<file path="config.mk">
export PLATFORM = sky130hd
export DESIGN_NAME = junction_phase_scheduler_flat
export DESIGN_NICKNAME = d
export VERILOG_FILES = /design/src/rtl/junction_pkg.sv /design/src/rtl/junction_phase_scheduler_if.sv /design/src/rtl/junction_phase_scheduler_rr_arbiter4.sv /design/src/rtl/junction_phase_scheduler.sv /design/src/flat_wrapper.sv
export SDC_FILE = /design/constraint.sdc
export NUM_CORES = 1
export LEC_CHECK = 0
export BUFFER_PORTS_ARGS = -buffer_cell sky130_fd_sc_hd__buf_2
export CELL_PAD_IN_SITES_DETAIL_PLACEMENT = 2
export CELL_PAD_IN_SITES_GLOBAL_PLACEMENT = 2
export CORE_ASPECT_RATIO = 1.4
export CORE_UTILIZATION = 26
export DETAILED_ROUTE_END_ITERATION = 12
export HOLD_SLACK_MARGIN = 0.02
export PLACE_DENSITY_LB_ADDON = 0.12
export SLEW_MARGIN = 20
export SYNTH_ARGS = -nofsm -noshare
export SYNTH_HDL_FRONTEND = slang
export SYNTH_SLANG_ARGS = --single-unit
</file>
<file path="constraint.sdc">
create_clock -name clk1 -period 2 [get_ports clk1]
set_clock_uncertainty 0.05 [all_clocks]
set_input_delay 0.3 -clock clk1 [delete_from_list [all_inputs] [get_ports clk1]]
set_output_delay 0.3 -clock clk1 [all_outputs]
set_load 0.02 [all_outputs]
</file>
<file path="src/rtl/junction_pkg.sv">
// junction_pkg: shared codes and defaults for the junction phase scheduler.
//   phase_e : PH_ALL_RED / PH_GREEN / PH_YELLOW (also the encoding of `phase`)
//   dir_e   : DIR_S=0, DIR_W=1, DIR_N=2, DIR_E=3 (bit index into lamp/req masks)
//   DEF_*   : default timing in 1 Hz ticks
package junction_pkg;

    typedef enum logic [1:0] {
        PH_ALL_RED = 2'd0,
        PH_GREEN   = 2'd1,
        PH_YELLOW  = 2'd2
    } phase_e;

    typedef enum logic [1:0] {
        DIR_S = 2'd0,
        DIR_W = 2'd1,
        DIR_N = 2'd2,
        DIR_E = 2'd3
    } dir_e;

    localparam int DEF_MIN_GREEN    = 5;
    localparam int DEF_MAX_GREEN    = 15;
    localparam int DEF_YELLOW_TIME  = 2;
    localparam int DEF_ALL_RED_TIME = 1;
    localparam int DEF_CNT_W        = 6;

    function automatic logic [3:0] dir_onehot(input logic [1:0] d);
        return 4'b0001 << d;
    endfunction

endpackage

</file>
<file path="src/rtl/junction_phase_scheduler_if.sv">
// junction_phase_scheduler_if: bundles the detector/emergency inputs and the
// lamp/status outputs of the scheduler.
//   master : controller side (drives tick, req, emerg_*; observes outputs)
//   slave  : scheduler side
interface junction_phase_scheduler_if #(
    parameter int CNT_W = 6
);
    logic             tick;
    logic [3:0]       req;
    logic             emerg_req;
    logic [1:0]       emerg_dir;
    logic [3:0]       red;
    logic [3:0]       yellow;
    logic [3:0]       green;
    logic [1:0]       grant_dir;
    logic [1:0]       phase;
    logic [CNT_W-1:0] countdown;
    logic [3:0]       pending;

    modport master (
        output tick, req, emerg_req, emerg_dir,
        input  red, yellow, green, grant_dir, phase, countdown, pending
    );

    modport slave (
        input  tick, req, emerg_req, emerg_dir,
        output red, yellow, green, grant_dir, phase, countdown, pending
    );
endinterface

</file>
<file path="src/rtl/junction_phase_scheduler_rr_arbiter4.sv">
// rr_arbiter4: combinational round-robin pick over four directions.
//   pend_i  : request mask (bit i = direction i)
//   last_i  : most recently served direction; search starts just after it
//   valid_o : some request present
//   dir_o   : chosen direction (last_i when nothing is pending)
module rr_arbiter4 (
    input  logic [3:0] pend_i,
    input  logic [1:0] last_i,
    output logic       valid_o,
    output logic [1:0] dir_o
);
    always_comb begin
        logic [1:0] cand;
        valid_o = 1'b0;
        dir_o   = last_i;
        // Walk from farthest to nearest so the nearest hit is the one kept;
        // offset 4 wraps back to last_i itself (it is lowest priority).
        for (int k = 4; k >= 1; k--) begin
            cand = last_i + 2'(k);
            if (pend_i[cand]) begin
                valid_o = 1'b1;
                dir_o   = cand;
            end
        end
    end
endmodule

</file>
<file path="src/rtl/junction_phase_scheduler.sv">
// junction_phase_scheduler: demand-actuated 4-way phase scheduler.
//   clk1   : system clock
//   reset  : synchronous, active-low
//   bus    : slave modport -- tick/req/emerg_* in; lamps, grant_dir, phase,
//            countdown, pending out
// Optional emergency preemption is compiled in with JUNCTION_EMERG_PREEMPT_EN;
// without it emerg_req/emerg_dir are ignored.
module junction_phase_scheduler
    import junction_pkg::*;
#(
    parameter int MIN_GREEN    = DEF_MIN_GREEN,
    parameter int MAX_GREEN    = DEF_MAX_GREEN,
    parameter int YELLOW_TIME  = DEF_YELLOW_TIME,
    parameter int ALL_RED_TIME = DEF_ALL_RED_TIME,
    parameter int CNT_W        = DEF_CNT_W
) (
    input  logic clk1,
    input  logic reset,
    junction_phase_scheduler_if.slave bus
);
    localparam int CMAX = (1 << CNT_W) - 1;

    if (MIN_GREEN < 1 || MAX_GREEN < MIN_GREEN || YELLOW_TIME < 1 || ALL_RED_TIME < 1 ||
        MIN_GREEN > CMAX || MAX_GREEN > CMAX || YELLOW_TIME > CMAX || ALL_RED_TIME > CMAX)
    begin : g_cfg_err
        $error("junction_phase_scheduler: timing parameters out of range for CNT_W");
    end

    localparam logic [CNT_W-1:0] ONE     = CNT_W'(1);
    localparam logic [CNT_W-1:0] T_MIN   = CNT_W'(MIN_GREEN);
    localparam logic [CNT_W-1:0] T_YEL   = CNT_W'(YELLOW_TIME);
    localparam logic [CNT_W-1:0] T_AR    = CNT_W'(ALL_RED_TIME);
    // ext < EXT_MAX is the same test as MIN_GREEN + ext < MAX_GREEN.
    localparam logic [CNT_W-1:0] EXT_MAX = CNT_W'(MAX_GREEN - MIN_GREEN);

    phase_e           phase_q, phase_d;
    logic [CNT_W-1:0] cnt_q, cnt_d;
    logic [CNT_W-1:0] ext_q, ext_d;
    logic [1:0]       dir_q, dir_d;
    logic [3:0]       pend_q, pend_d;

    logic             arb_vld;
    logic [1:0]       arb_dir;
    logic [3:0]       grn_mask;

    rr_arbiter4 u_arb (
        .pend_i  (pend_q),
        .last_i  (dir_q),
        .valid_o (arb_vld),
        .dir_o   (arb_dir)
    );

    assign grn_mask = (phase_q == PH_GREEN) ? dir_onehot(dir_q) : 4'b0000;

`ifdef JUNCTION_EMERG_PREEMPT_EN
    logic em_act_q, em_act_d;
    logic em_prev_q;
`else
    logic unused_emerg;
    assign unused_emerg = ^{bus.emerg_req, bus.emerg_dir};
`endif

    always_comb begin
        phase_d = phase_q;
        cnt_d   = cnt_q;
        ext_d   = ext_q;
        dir_d   = dir_q;
        // The direction being served does not re-latch its own request.
        pend_d  = pend_q | (bus.req & ~grn_mask);

        if (bus.tick) begin
            if (cnt_q > ONE) begin
                cnt_d = cnt_q - ONE;
            end else begin
                unique case (phase_q)
                    PH_ALL_RED: begin
                        if (arb_vld) begin
                            phase_d         = PH_GREEN;
                            dir_d           = arb_dir;
                            cnt_d           = T_MIN;
                            ext_d           = '0;
                            pend_d[arb_dir] = 1'b0;
                        end
                    end
                    PH_GREEN: begin
                        if ((pend_q & ~grn_mask) == 4'b0000) begin
                            if (ext_q < EXT_MAX) ext_d = ext_q + ONE;
                        end else if (bus.req[dir_q] && ext_q < EXT_MAX) begin
                            ext_d = ext_q + ONE;
                        end else begin
                            phase_d = PH_YELLOW;
                            cnt_d   = T_YEL;
                        end
                    end
                    PH_YELLOW: begin
                        phase_d = PH_ALL_RED;
                        cnt_d   = T_AR;
                    end
                    default: begin
                        phase_d = PH_ALL_RED;
                        cnt_d   = T_AR;
                    end
                endcase
            end
        end

`ifdef JUNCTION_EMERG_PREEMPT_EN
        // Capture a rising edge; drop the preemption once the request goes away.
        em_act_d = (em_act_q | (bus.emerg_req & ~em_prev_q)) & bus.emerg_req;
        if (em_act_q && !bus.emerg_req && phase_q == PH_GREEN && dir_q == bus.emerg_dir)
            ext_d = EXT_MAX;
        if (em_act_q && bus.emerg_req && bus.tick) begin
            if (phase_q == PH_GREEN && dir_q == bus.emerg_dir) begin
                if (cnt_q <= ONE) begin
                    phase_d = PH_GREEN;
                    cnt_d   = ONE;
                    ext_d   = EXT_MAX;
                end
            end else if (phase_q == PH_GREEN) begin
                phase_d = PH_YELLOW;
                cnt_d   = T_YEL;
            end else if (phase_q == PH_ALL_RED && cnt_q <= ONE) begin
                phase_d = PH_GREEN;
                dir_d   = bus.emerg_dir;
                cnt_d   = T_MIN;
                ext_d   = '0;
                pend_d  = pend_q | (bus.req & ~grn_mask);
                pend_d[bus.emerg_dir] = 1'b0;
            end
        end
`endif
    end

    always_ff @(posedge clk1) begin
        if (!reset) begin
            phase_q <= PH_ALL_RED;
            cnt_q   <= T_AR;
            ext_q   <= '0;
            dir_q   <= DIR_E;
            pend_q  <= 4'b0000;
        end else begin
            phase_q <= phase_d;
            cnt_q   <= cnt_d;
            ext_q   <= ext_d;
            dir_q   <= dir_d;
            pend_q  <= pend_d;
        end
    end

`ifdef JUNCTION_EMERG_PREEMPT_EN
    always_ff @(posedge clk1) begin
        if (!reset) begin
            em_act_q  <= 1'b0;
            em_prev_q <= 1'b0;
        end else begin
            em_act_q  <= em_act_d;
            em_prev_q <= bus.emerg_req;
        end
    end
`endif

    assign bus.green     = (phase_q == PH_GREEN)  ? dir_onehot(dir_q) : 4'b0000;
    assign bus.yellow    = (phase_q == PH_YELLOW) ? dir_onehot(dir_q) : 4'b0000;
    assign bus.red       = ~(bus.green | bus.yellow);
    assign bus.grant_dir = dir_q;
    assign bus.phase     = phase_q;
    assign bus.countdown = cnt_q;
    assign bus.pending   = pend_q;
endmodule

</file>
<file path="src/flat_wrapper.sv">
// flat-port wrapper written by rule: the top's interface ports become plain ports
module junction_phase_scheduler_flat import junction_pkg::*;
#(
    parameter int MIN_GREEN    = DEF_MIN_GREEN,
    parameter int MAX_GREEN    = DEF_MAX_GREEN,
    parameter int YELLOW_TIME  = DEF_YELLOW_TIME,
    parameter int ALL_RED_TIME = DEF_ALL_RED_TIME,
    parameter int CNT_W        = DEF_CNT_W
)
  (clk1, reset, bus_tick, bus_req, bus_emerg_req, bus_emerg_dir, bus_red, bus_yellow, bus_green, bus_grant_dir, bus_phase, bus_countdown, bus_pending);
  junction_phase_scheduler_if #(.CNT_W(CNT_W)) bus_i ();
  input  logic clk1;
  input  logic reset;
  input wire logic [$bits(bus_i.tick)-1:0] bus_tick;
  input wire logic [$bits(bus_i.req)-1:0] bus_req;
  input wire logic [$bits(bus_i.emerg_req)-1:0] bus_emerg_req;
  input wire logic [$bits(bus_i.emerg_dir)-1:0] bus_emerg_dir;
  output wire logic [$bits(bus_i.red)-1:0] bus_red;
  output wire logic [$bits(bus_i.yellow)-1:0] bus_yellow;
  output wire logic [$bits(bus_i.green)-1:0] bus_green;
  output wire logic [$bits(bus_i.grant_dir)-1:0] bus_grant_dir;
  output wire logic [$bits(bus_i.phase)-1:0] bus_phase;
  output wire logic [$bits(bus_i.countdown)-1:0] bus_countdown;
  output wire logic [$bits(bus_i.pending)-1:0] bus_pending;
  assign bus_i.tick = bus_tick;
  assign bus_i.req = bus_req;
  assign bus_i.emerg_req = bus_emerg_req;
  assign bus_i.emerg_dir = bus_emerg_dir;
  assign bus_red = bus_i.red;
  assign bus_yellow = bus_i.yellow;
  assign bus_green = bus_i.green;
  assign bus_grant_dir = bus_i.grant_dir;
  assign bus_phase = bus_i.phase;
  assign bus_countdown = bus_i.countdown;
  assign bus_pending = bus_i.pending;
  junction_phase_scheduler #(.MIN_GREEN(MIN_GREEN), .MAX_GREEN(MAX_GREEN), .YELLOW_TIME(YELLOW_TIME), .ALL_RED_TIME(ALL_RED_TIME), .CNT_W(CNT_W)) u_core (.clk1(clk1), .reset(reset), .bus(bus_i));
endmodule
</file>
==> results of run 1 <==
[per-stage QoR]
step / setup TNS (ns) / hold WS [ns] / setup WS, ns / util (%) / instance area [um^2]
2_1_floorplan: -0.879 / 0.384 / -0.134 / - / 1310
3_3_place_gp: -0.726 / 0.402 / -0.114 / 36.9 / 1710
3_5_place_dp: -1.26 / 0.418 / -0.131 / 36.9 / 1710
4_1_cts: -1.33 / 0.308 / -0.122 / 39.8 / 1850
5_1_grt: -2.18 / 0.332 / -0.205 / 41.3 / 1920
6_report: -1.33 / 0.316 / -0.142 / 41.3 / 1920
[final timing paths]
kind                                               from                 endpoint  cells past startpoint
worst max register to register  u_core.bus.countdown[3]  u_core.bus.grant_dir[0]                      6
worst min-delay path                              reset  u_core.bus.grant_dir[0]                      2
worst max-delay path            u_core.bus.countdown[3]  u_core.bus.grant_dir[0]                      6
worst min register to register          u_core.ext_q[3]          u_core.ext_q[3]                      2
[routing by layer]
layer / track usage, % / wire length (um)
met1: 20.2 / 1800
met2: 41.9 / 2910
met3: 2.59 / 152
met4: 5.37 / 85
met5: 0 / 0
[state kept, by name (all words and copies together), names as in the netlist]
signal                count
u_core.ext_q              6
u_core.bus.phase          2
u_core.bus.countdown      6
u_core.bus.pending        4
u_core.bus.grant_dir      2
[what timing repair did]
action,in CTS,in global routing
setup buffers,5,1
pin swaps,4,4
endpoints found under the setup margin,19,23
gates cloned,1,0
gates resized for setup,6,19
[power by group through the flow]
stage / registers, mW / logic (mW) / clock network, mW
global placement: 0.602 / 1.71 / 0
CTS: 0.612 / 1.96 / 0.423
global route: 0.628 / 2.24 / 0.445
floorplan: 0.709 / 0.961 / 0
detailed placement: 0.613 / 1.78 / 0
finish: 0.613 / 2.08 / 0.415
[worst max-delay path: cells and delay by family (launching register included)]
kind / cells / cell delay, ns
xor gates and xnor gates: 1 / 0.12
and+or+nand+nor: 5 / 1.50
DFF: 1 / 0.35
[cell families (layout without fill, tap and decap cells)]
logic type / count (synthesis) / count (layout) / share of synthesized area, %
compound gates: 35 / 35 / 16.0
xor+xnor: 5 / 5 / 3.42
fa+ha+maj: 7 / 7 / 6.85
buf+inv: 10 / 74 / 4.11
flops: 20 / 20 / 31.3
mux: 4 / 4 / 5.19
simple gates: 71 / 72 / 33.1
[cells in the mapped netlist (2+ instances only)]
library cell | count | area [um^2]
a21oi_1 | 13 | 65.1
a31oi_1 | 2 | 12.5
a41oi_1 | 2 | 17.5
and2_1 | 9 | 56.3
and3_1 | 2 | 12.5
buf_6 | 2 | 22.5
clkbuf_1 | 2 | 7.51
dfxtp_1 | 20 | 400
ha_1 | 7 | 87.6
inv_1 | 6 | 22.5
mux4_2 | 2 | 45.0
nand2_1 | 11 | 41.3
nand2b_1 | 4 | 25.0
nand3_1 | 5 | 25.0
nand3b_1 | 3 | 22.5
nor2_1 | 14 | 52.6
nor2b_1 | 7 | 43.8
o21ai_0 | 11 | 55.1
o31ai_1 | 3 | 22.5
or3_1 | 2 | 12.5
or3_4 | 2 | 22.5
or4_1 | 3 | 22.5
xnor2_1 | 4 | 35.0
[cell type report]
class / instances / area, um^2
clock buffer: 3 / 41.3
inverter: 6 / 22.5
clock inverter: 1 / 30.0
fill: 567 / 2730
timing repair buffer: 64 / 408
sequential: 20 / 414
tap: 62 / 77.6
multi-input combinational: 123 / 926
==> impl_metrics.env, run 1 <==
export IMPL_synth_warnings=0
export IMPL_cts_clk_slew_worst_paths_ns=0.08
export IMPL_p_int_mw=1.73
export IMPL_synth_cells=152
export IMPL_crit_path_start_kind="register"
export IMPL_mappedNetlistArea_mm2=0.00128
export IMPL_worstPathArrival_ns=2.24
export IMPL_synthArstFlopShare_pct=0
export IMPL_routedWlPerCell_um=17.7
export IMPL_avgViaCountPerCell=5.11
export IMPL_wl_um=4940
export IMPL_drv_cap=0
export IMPL_gp_congestion=0.823
export IMPL_htreeDepth=1
export IMPL_ir_drop_uv=574
export IMPL_die_h_um=85.0
export IMPL_swShare_pct=44.4
export IMPL_final_cell_mix="32 x buf_2, 30 x buf_4, 15 x dfxtp_1"
export IMPL_slew_headroom_pct=72.1
export IMPL_powerDensity_mw_per_mm2=1620
export IMPL_fin_nets=235
export IMPL_endpoint_kind="register"
export IMPL_portBuffers=32
export IMPL_grt_use_total_pct=20.6
export IMPL_dp_hpwl_um=3620
export IMPL_grt_max_degree=16
export IMPL_post_route_min_period_ns=2.14
export IMPL_fp_dieW_um=61.3
export IMPL_hold_path_class="in2reg"
export IMPL_placed_cells=268
export IMPL_start_util_pct=27.5
export IMPL_die_area_mm2=0.00521
export IMPL_cts_path_max_buffers=2
export IMPL_comb_power_share_pct=66.9
export IMPL_vias=1426
export IMPL_first_pass_iters=4
export IMPL_cts_made_buffers=3
export IMPL_outcome="finished with violations"
export IMPL_final_hold_viol_count=0
export IMPL_cts_sinks=20
export IMPL_cpPeakStageDelay_ns=0.52
export IMPL_final_common_cell="buf_2"
export IMPL_syn_num_nets=169
export IMPL_violations="negative setup slack"
export IMPL_core_area_mm2=0.00464
export IMPL_syn_mean_instance_area_um2=8.41
export IMPL_grt_pass1_wl_um=7870
export IMPL_clk_latency_ns=0.26
export IMPL_synthToLayoutAreaGrowth_pct=50.1
export IMPL_cp_common_cell="or3_4"
export IMPL_seqPwrFrac_pct=19.7
export IMPL_power_frac_clock_pct=13.4
export IMPL_synth_cell_type_count=39
export IMPL_crit_type="reg2reg"
export IMPL_setup_violations=17
export IMPL_cts_tree="yes"
export IMPL_io_pins=36
export IMPL_yosysSeqAreaShare_pct=31.3
export IMPL_ant_nets=0
export IMPL_drc_errors=0
export IMPL_rsz0062_at_grt="true"
export IMPL_overflow=0
export IMPL_worst_slack_ns=-0.142
export IMPL_drive_above_1_share_pct=46.1
export IMPL_total_power_mw=3.11
export IMPL_first_global_vias=1586
export IMPL_antennaDiodeCount=0
export IMPL_synth_main_ff_cell="dfxtp_1"
export IMPL_crit_required_ns=2.10
export IMPL_synth_edf_count=0
export IMPL_cp_max_fo=5
export IMPL_fp_row_count=29
export IMPL_finalMaxSlewViolations=0
export IMPL_ys_ff_latch=20
export IMPL_cts_root_buf="clkbuf_8"
export IMPL_leakagePower_nw=0.852
export IMPL_tightest_slew_ns=0.414
export IMPL_crit_chain="or3_4, or3_4, or4_4, nor2_4, xnor2_1, nand2_1"
export IMPL_drt_iter0_markers=30
export IMPL_clock_fmax_mhz=467
export IMPL_finalNonFillerCells=279
export IMPL_timing_final_crit_share_pct=107
export IMPL_antenna_found_initial=0
export IMPL_cpMaxStageDelayCell="or4_4"
export IMPL_switchingPower_mw=1.38
export IMPL_rrSetupSlack_ns=-0.14
export IMPL_hold_buffers=0
No activity file was read; power rests on OpenSTA's default activity.
==> inputs of run 2 (changes only) <==
--- a/config.mk
+++ b/config.mk
@@ -13,6 +13,7 @@
 export DETAILED_ROUTE_END_ITERATION = 12
 export HOLD_SLACK_MARGIN = 0.02
 export PLACE_DENSITY_LB_ADDON = 0.12
+export RECOVER_POWER = 50
 export SLEW_MARGIN = 20
 export SYNTH_ARGS = -nofsm -noshare
 export SYNTH_HDL_FRONTEND = slang
==> run 2 against run 1 <==
Against the previous run: the run still ends with negative setup slack left; sequential share of layout area is 0.056 points higher; critical path depth is the same; worst hold slack barely moved; sequential cell count unchanged; global-route usage unchanged; count of clock-buffer cells in the layout unchanged; die area did not move; combinational power hardly changed; register-to-register slack about the same; fmax barely moved; wire length barely moved; critical path type unchanged; largest power group unchanged; highest routed layer unchanged.
==> impl_metrics.env, run 2 (synthesis results as in run 1) <==
export IMPL_clock_fmax_mhz=467
export IMPL_rrSetupSlack_ns=-0.14
export IMPL_filler_cell_count=568
export IMPL_routedWlPerCell_um=17.7
export IMPL_wl_um=4950
export IMPL_first_global_vias=1586
export IMPL_p_int_mw=1.72
export IMPL_dp_hpwl_um=3620
export IMPL_endpoint_kind="register"
export IMPL_cts_clk_slew_worst_paths_ns=0.08
export IMPL_vias=1427
export IMPL_htreeDepth=1
export IMPL_portBuffers=32
export IMPL_timing_setup_tns_ns=-1.32
export IMPL_total_power_mw=3.10
export IMPL_fin_util_pct=41.2
export IMPL_first_pass_iters=4
export IMPL_swShare_pct=44.5
export IMPL_overflow=0
export IMPL_drive_above_1_share_pct=44.2
export IMPL_powerDensity_mw_per_mm2=1620
export IMPL_worst_slack_ns=-0.142
export IMPL_fin_area_mm2=0.00191
export IMPL_worstPathArrival_ns=2.24
export IMPL_post_dp_cell_area_mm2=0.00171
export IMPL_finalMaxSlewViolations=0
export IMPL_synthToLayoutAreaGrowth_pct=49.7
export IMPL_crit_path_start_kind="register"
export IMPL_ir_drop_uv=574
export IMPL_antenna_found_initial=0
export IMPL_cts_made_buffers=3
export IMPL_die_area_mm2=0.00521
export IMPL_core_area_mm2=0.00464
export IMPL_timing_final_crit_share_pct=107
export IMPL_leakagePower_nw=0.838
export IMPL_setup_violations=17
export IMPL_grt_pass1_wl_um=7870
export IMPL_r2r_start="u_core.bus.countdown[3]"
export IMPL_fp_row_count=29
export IMPL_drc_errors=0
export IMPL_fp_dieW_um=61.3
export IMPL_cts_tree="yes"
export IMPL_min_path_cells=2
export IMPL_ant_nets=0
export IMPL_cpPeakStageDelay_ns=0.52
export IMPL_cts_path_max_buffers=2
export IMPL_seqPwrFrac_pct=19.8
export IMPL_final_common_cell="buf_4"
export IMPL_post_route_min_period_ns=2.14
export IMPL_hold_path_class="in2reg"
export IMPL_finalNonFillerCells=279
export IMPL_grt_max_degree=16
export IMPL_comb_power_share_pct=66.8
export IMPL_tightest_slew_ns=0.419
export IMPL_start_util_pct=27.5
export IMPL_avgViaCountPerCell=5.11
export IMPL_power_frac_clock_pct=13.4
export IMPL_switchingPower_mw=1.38
export IMPL_final_cell_mix="30 x buf_4, 28 x buf_2, 15 x dfxtp_1"
export IMPL_r2r_cells=6
export IMPL_hold_buffers=0
export IMPL_cts_root_buf="clkbuf_8"
export IMPL_holdWs_ns=0.316
export IMPL_drt_iter0_markers=30
export IMPL_placed_cells=268
export IMPL_antennaDiodeCount=0
export IMPL_reg2reg_to="u_core.bus.grant_dir[0]"
export IMPL_dp_worst_setup_slack_ns=-0.131
export IMPL_cts_sinks=20
export IMPL_slew_headroom_pct=71.8
export IMPL_cp_common_cell="or3_4"
export IMPL_fin_nets=235
export IMPL_crit_type="reg2reg"
export IMPL_cpMaxStageDelayCell="or4_4"
export IMPL_io_pins=36
export IMPL_worstHoldStart="reset"
export IMPL_drv_cap=0
export IMPL_min_to="u_core.bus.grant_dir[0]"
export IMPL_cp_max_fo=5
export IMPL_final_hold_viol_count=0
export IMPL_crit_chain="or3_4, or3_4, or4_4, nor2_4, xnor2_1, nand2_1"
export IMPL_clk_latency_ns=0.26
export IMPL_gp_congestion=0.823
export IMPL_outcome="finished with violations"
export IMPL_rsz0062_at_grt="true"
export IMPL_die_h_um=85.0
export IMPL_violations="negative setup slack"
export IMPL_crit_required_ns=2.09
export IMPL_grt_use_total_pct=20.6
-- run 2: per-layer routing --
layer | vias up | GRT usage, % | wire length, um
met5 | - | 0 | 0
met2 | 38 | 41.9 | 2890
met1 | 712 | 20.2 | 1800
li1 | 669 | - | -
met3 | 8 | 2.59 | 152
met4 | 0 | 5.37 | 95
-- run 2: layout make-up --
class                           count  area [um^2]  share of cell area, %
Multi-Input combinational cell    123          926                   48.4
Clock inverter                      1         30.0                   1.57
Sequential cell                    20          414                   21.6
Tap cell                           62         77.6                   4.05
Clock buffer                        3         41.3                   2.16
Timing Repair Buffer               64          403                   21.0
Inverter                            6         22.5                   1.18
-- run 2: worst max-delay path by stage --
stage / startpoint / end / slack (ns) / depth (start not counted)
6_report: u_core.bus.countdown[3] / u_core.bus.grant_dir[0] / -0.14 / 6
5_1_grt: u_core.bus.grant_dir[0] / u_core.bus.countdown[3] / -0.21 / 6
4_1_cts: u_core.bus.grant_dir[0] / u_core.bus.countdown[5] / -0.12 / 6
3_5_place_dp: u_core.bus.countdown[3] / u_core.bus.grant_dir[0] / -0.13 / 6
3_3_place_gp: u_core.bus.countdown[3] / u_core.bus.grant_dir[0] / -0.11 / 6
2_1_floorplan: u_core.bus.countdown[3] / u_core.bus.grant_dir[0] / -0.13 / 7
-- run 2: critical path, delay by kind of cell (launching register included) --
family / cells / cell delay [ns]
simple gates: 5 / 1.50
flops: 1 / 0.35
xor+xnor: 1 / 0.12
-- run 2: timing repair --
action                                  in CTS  in global routing
endpoints found under the setup margin      19                 23
buffers inserted                             5                  1
pin swaps                                    4                  4
cloned                                       1                  0
endpoints found under the hold margin        0                  0
resized for setup                            6                 19
-- run 2: power by group through the flow --
stage	sequential (mW)	combinational (mW)	clock, mW
CTS	0.612	1.96	0.423
global route	0.628	2.23	0.445
global placement	0.602	1.71	0
floorplan	0.709	0.961	0
finish	0.614	2.07	0.416
detailed placement	0.613	1.78	0
==> inputs of run 3 (changes only) <==
--- a/config.mk
+++ b/config.mk
@@ -14,6 +14,7 @@
 export HOLD_SLACK_MARGIN = 0.02
 export PLACE_DENSITY_LB_ADDON = 0.12
 export RECOVER_POWER = 50
+export SKIP_CTS_REPAIR_TIMING = 1
 export SLEW_MARGIN = 20
 export SYNTH_ARGS = -nofsm -noshare
 export SYNTH_HDL_FRONTEND = slang
==> run 3 against run 2 <==
Against the previous run: the run still ends with negative setup slack left; count of clock-buffer cells in the layout unchanged; via count down 2.7%; register-to-register slack barely moved; clock power hardly changed; first-iteration DRC count grew 10%; sequential power shrank 0.7%; worst setup slack got worse by 0.010 ns; global-route usage shrank 1.4 points; largest cell class unchanged; design area decreased by 1.8%; combinational power shrank 4%; critical path depth did not move.
==> impl_metrics.env, run 3 (synthesis results as in run 1) <==
export IMPL_cp_max_fo=5
export IMPL_routedWlPerCell_um=17.1
export IMPL_reg2reg_to="u_core.bus.grant_dir[0]"
export IMPL_first_global_vias=1531
export IMPL_ant_nets=0
export IMPL_powerDensity_mw_per_mm2=1600
export IMPL_endpoint_kind="register"
export IMPL_min_path_cells=2
export IMPL_final_hold_viol_count=0
export IMPL_gp_congestion=0.823
export IMPL_fp_dieW_um=61.3
export IMPL_clk_latency_ns=0.26
export IMPL_leakagePower_nw=0.841
export IMPL_fp_row_count=29
export IMPL_crit_type="reg2reg"
export IMPL_antennaDiodeCount=0
export IMPL_slew_headroom_pct=71.1
export IMPL_drt_iter0_markers=33
export IMPL_portBuffers=32
export IMPL_crit_required_ns=2.10
export IMPL_cts_root_buf="clkbuf_8"
export IMPL_worstHoldStart="reset"
export IMPL_final_cell_mix="31 x buf_4, 29 x buf_2, 16 x dfxtp_1"
export IMPL_clock_fmax_mhz=465
export IMPL_placed_cells=268
export IMPL_core_area_mm2=0.00464
export IMPL_avgViaCountPerCell=4.97
export IMPL_outcome="finished with violations"
export IMPL_cts_made_buffers=3
export IMPL_htreeDepth=1
export IMPL_filler_cell_count=584
export IMPL_post_route_min_period_ns=2.15
export IMPL_cts_sinks=20
export IMPL_worstPathArrival_ns=2.25
export IMPL_die_h_um=85.0
export IMPL_dp_hpwl_um=3620
export IMPL_violations="negative setup slack"
export IMPL_cts_path_max_buffers=2
export IMPL_cts_clk_slew_worst_paths_ns=0.08
export IMPL_rsz0062_at_grt="true"
export IMPL_io_pins=36
export IMPL_rrSetupSlack_ns=-0.15
export IMPL_drive_above_1_share_pct=41.5
export IMPL_synthToLayoutAreaGrowth_pct=47.1
export IMPL_start_util_pct=27.5
export IMPL_antenna_found_initial=0
export IMPL_drc_errors=0
export IMPL_first_pass_iters=4
export IMPL_drv_cap=0
export IMPL_crit_path_start_kind="register"
export IMPL_final_common_cell="buf_4"
export IMPL_cts_tree="yes"
export IMPL_grt_use_total_pct=19.2
export IMPL_die_area_mm2=0.00521
export IMPL_fin_nets=235
export IMPL_r2r_start="u_core.bus.countdown[3]"
export IMPL_grt_pass1_wl_um=7390
export IMPL_seqCellArea_um2=413
export IMPL_overflow=0
export IMPL_setup_violations=17
export IMPL_worst_slack_ns=-0.153
export IMPL_min_to="u_core.bus.grant_dir[0]"
export IMPL_wl_um=4760
export IMPL_ir_drop_uv=574
export IMPL_holdWs_ns=0.312
export IMPL_multi_input_area_um2=896
export IMPL_finalNonFillerCells=279
export IMPL_finalMaxSlewViolations=0
export IMPL_r2r_cells=6
export IMPL_total_power_mw=3.01
export IMPL_vias=1388
export IMPL_timing_final_crit_share_pct=108
export IMPL_hold_path_class="in2reg"
export IMPL_tightest_slew_ns=0.429
export IMPL_grt_max_degree=16
[run 3: worst max path at each step]
stage / start / endpoint / cells past startpoint
final: u_core.bus.countdown[3] / u_core.bus.grant_dir[0] / 6
after global routing: u_core.bus.countdown[3] / u_core.bus.grant_dir[0] / 6
after CTS: u_core.bus.countdown[3] / u_core.bus.grant_dir[0] / 6
after detailed placement: u_core.bus.countdown[3] / u_core.bus.grant_dir[0] / 6
after global placement: u_core.bus.countdown[3] / u_core.bus.grant_dir[0] / 6
after floorplan: u_core.bus.countdown[3] / u_core.bus.grant_dir[0] / 7
[run 3: layout make-up]
| class | count | share of cell area, % |
|---|---|---|
| Multi-Input combinational cell | 123 | 47.6 |
| Sequential cell | 20 | 22.0 |
| Inverter | 6 | 1.20 |
| Clock inverter | 1 | 1.60 |
| Tap cell | 62 | 4.13 |
| Timing Repair Buffer | 64 | 21.3 |
| Clock buffer | 3 | 2.20 |
[run 3: metal layers]
layer  GRT usage (%)  up-vias  wire length [um]
met1            19.2      682              1800
li1                -      668                 -
met5               0        -                 0
met3            2.59        6               120
met4            5.37        0                75
met2            38.3       32              2770
[run 3: through the flow]
stage | area [um^2] | TNS (ns) | setup slack, ns | util, %
floorplan | 1310 | -0.879 | -0.134 | -
global placement | 1710 | -0.726 | -0.114 | 36.9
detailed placement | 1710 | -1.26 | -0.131 | 36.9
CTS | 1780 | -1.78 | -0.152 | 38.4
global route | 1880 | -3.03 | -0.209 | 40.5
finish | 1880 | -1.72 | -0.153 | 40.5
[run 3: worst max-delay path: stages (launching register included)]
cell     delay [ns]
dfxtp_4        0.35
or3_4          0.41
or3_4          0.41
or4_4          0.52
nor2_4         0.12
xnor2_1        0.12
nand2_1        0.06
[run 3: power by group]
part	internal (mW)	switching, mW
registers	0.499	0.110
clock network	0.267	0.149
logic	0.896	1.09
total	1.66	1.34
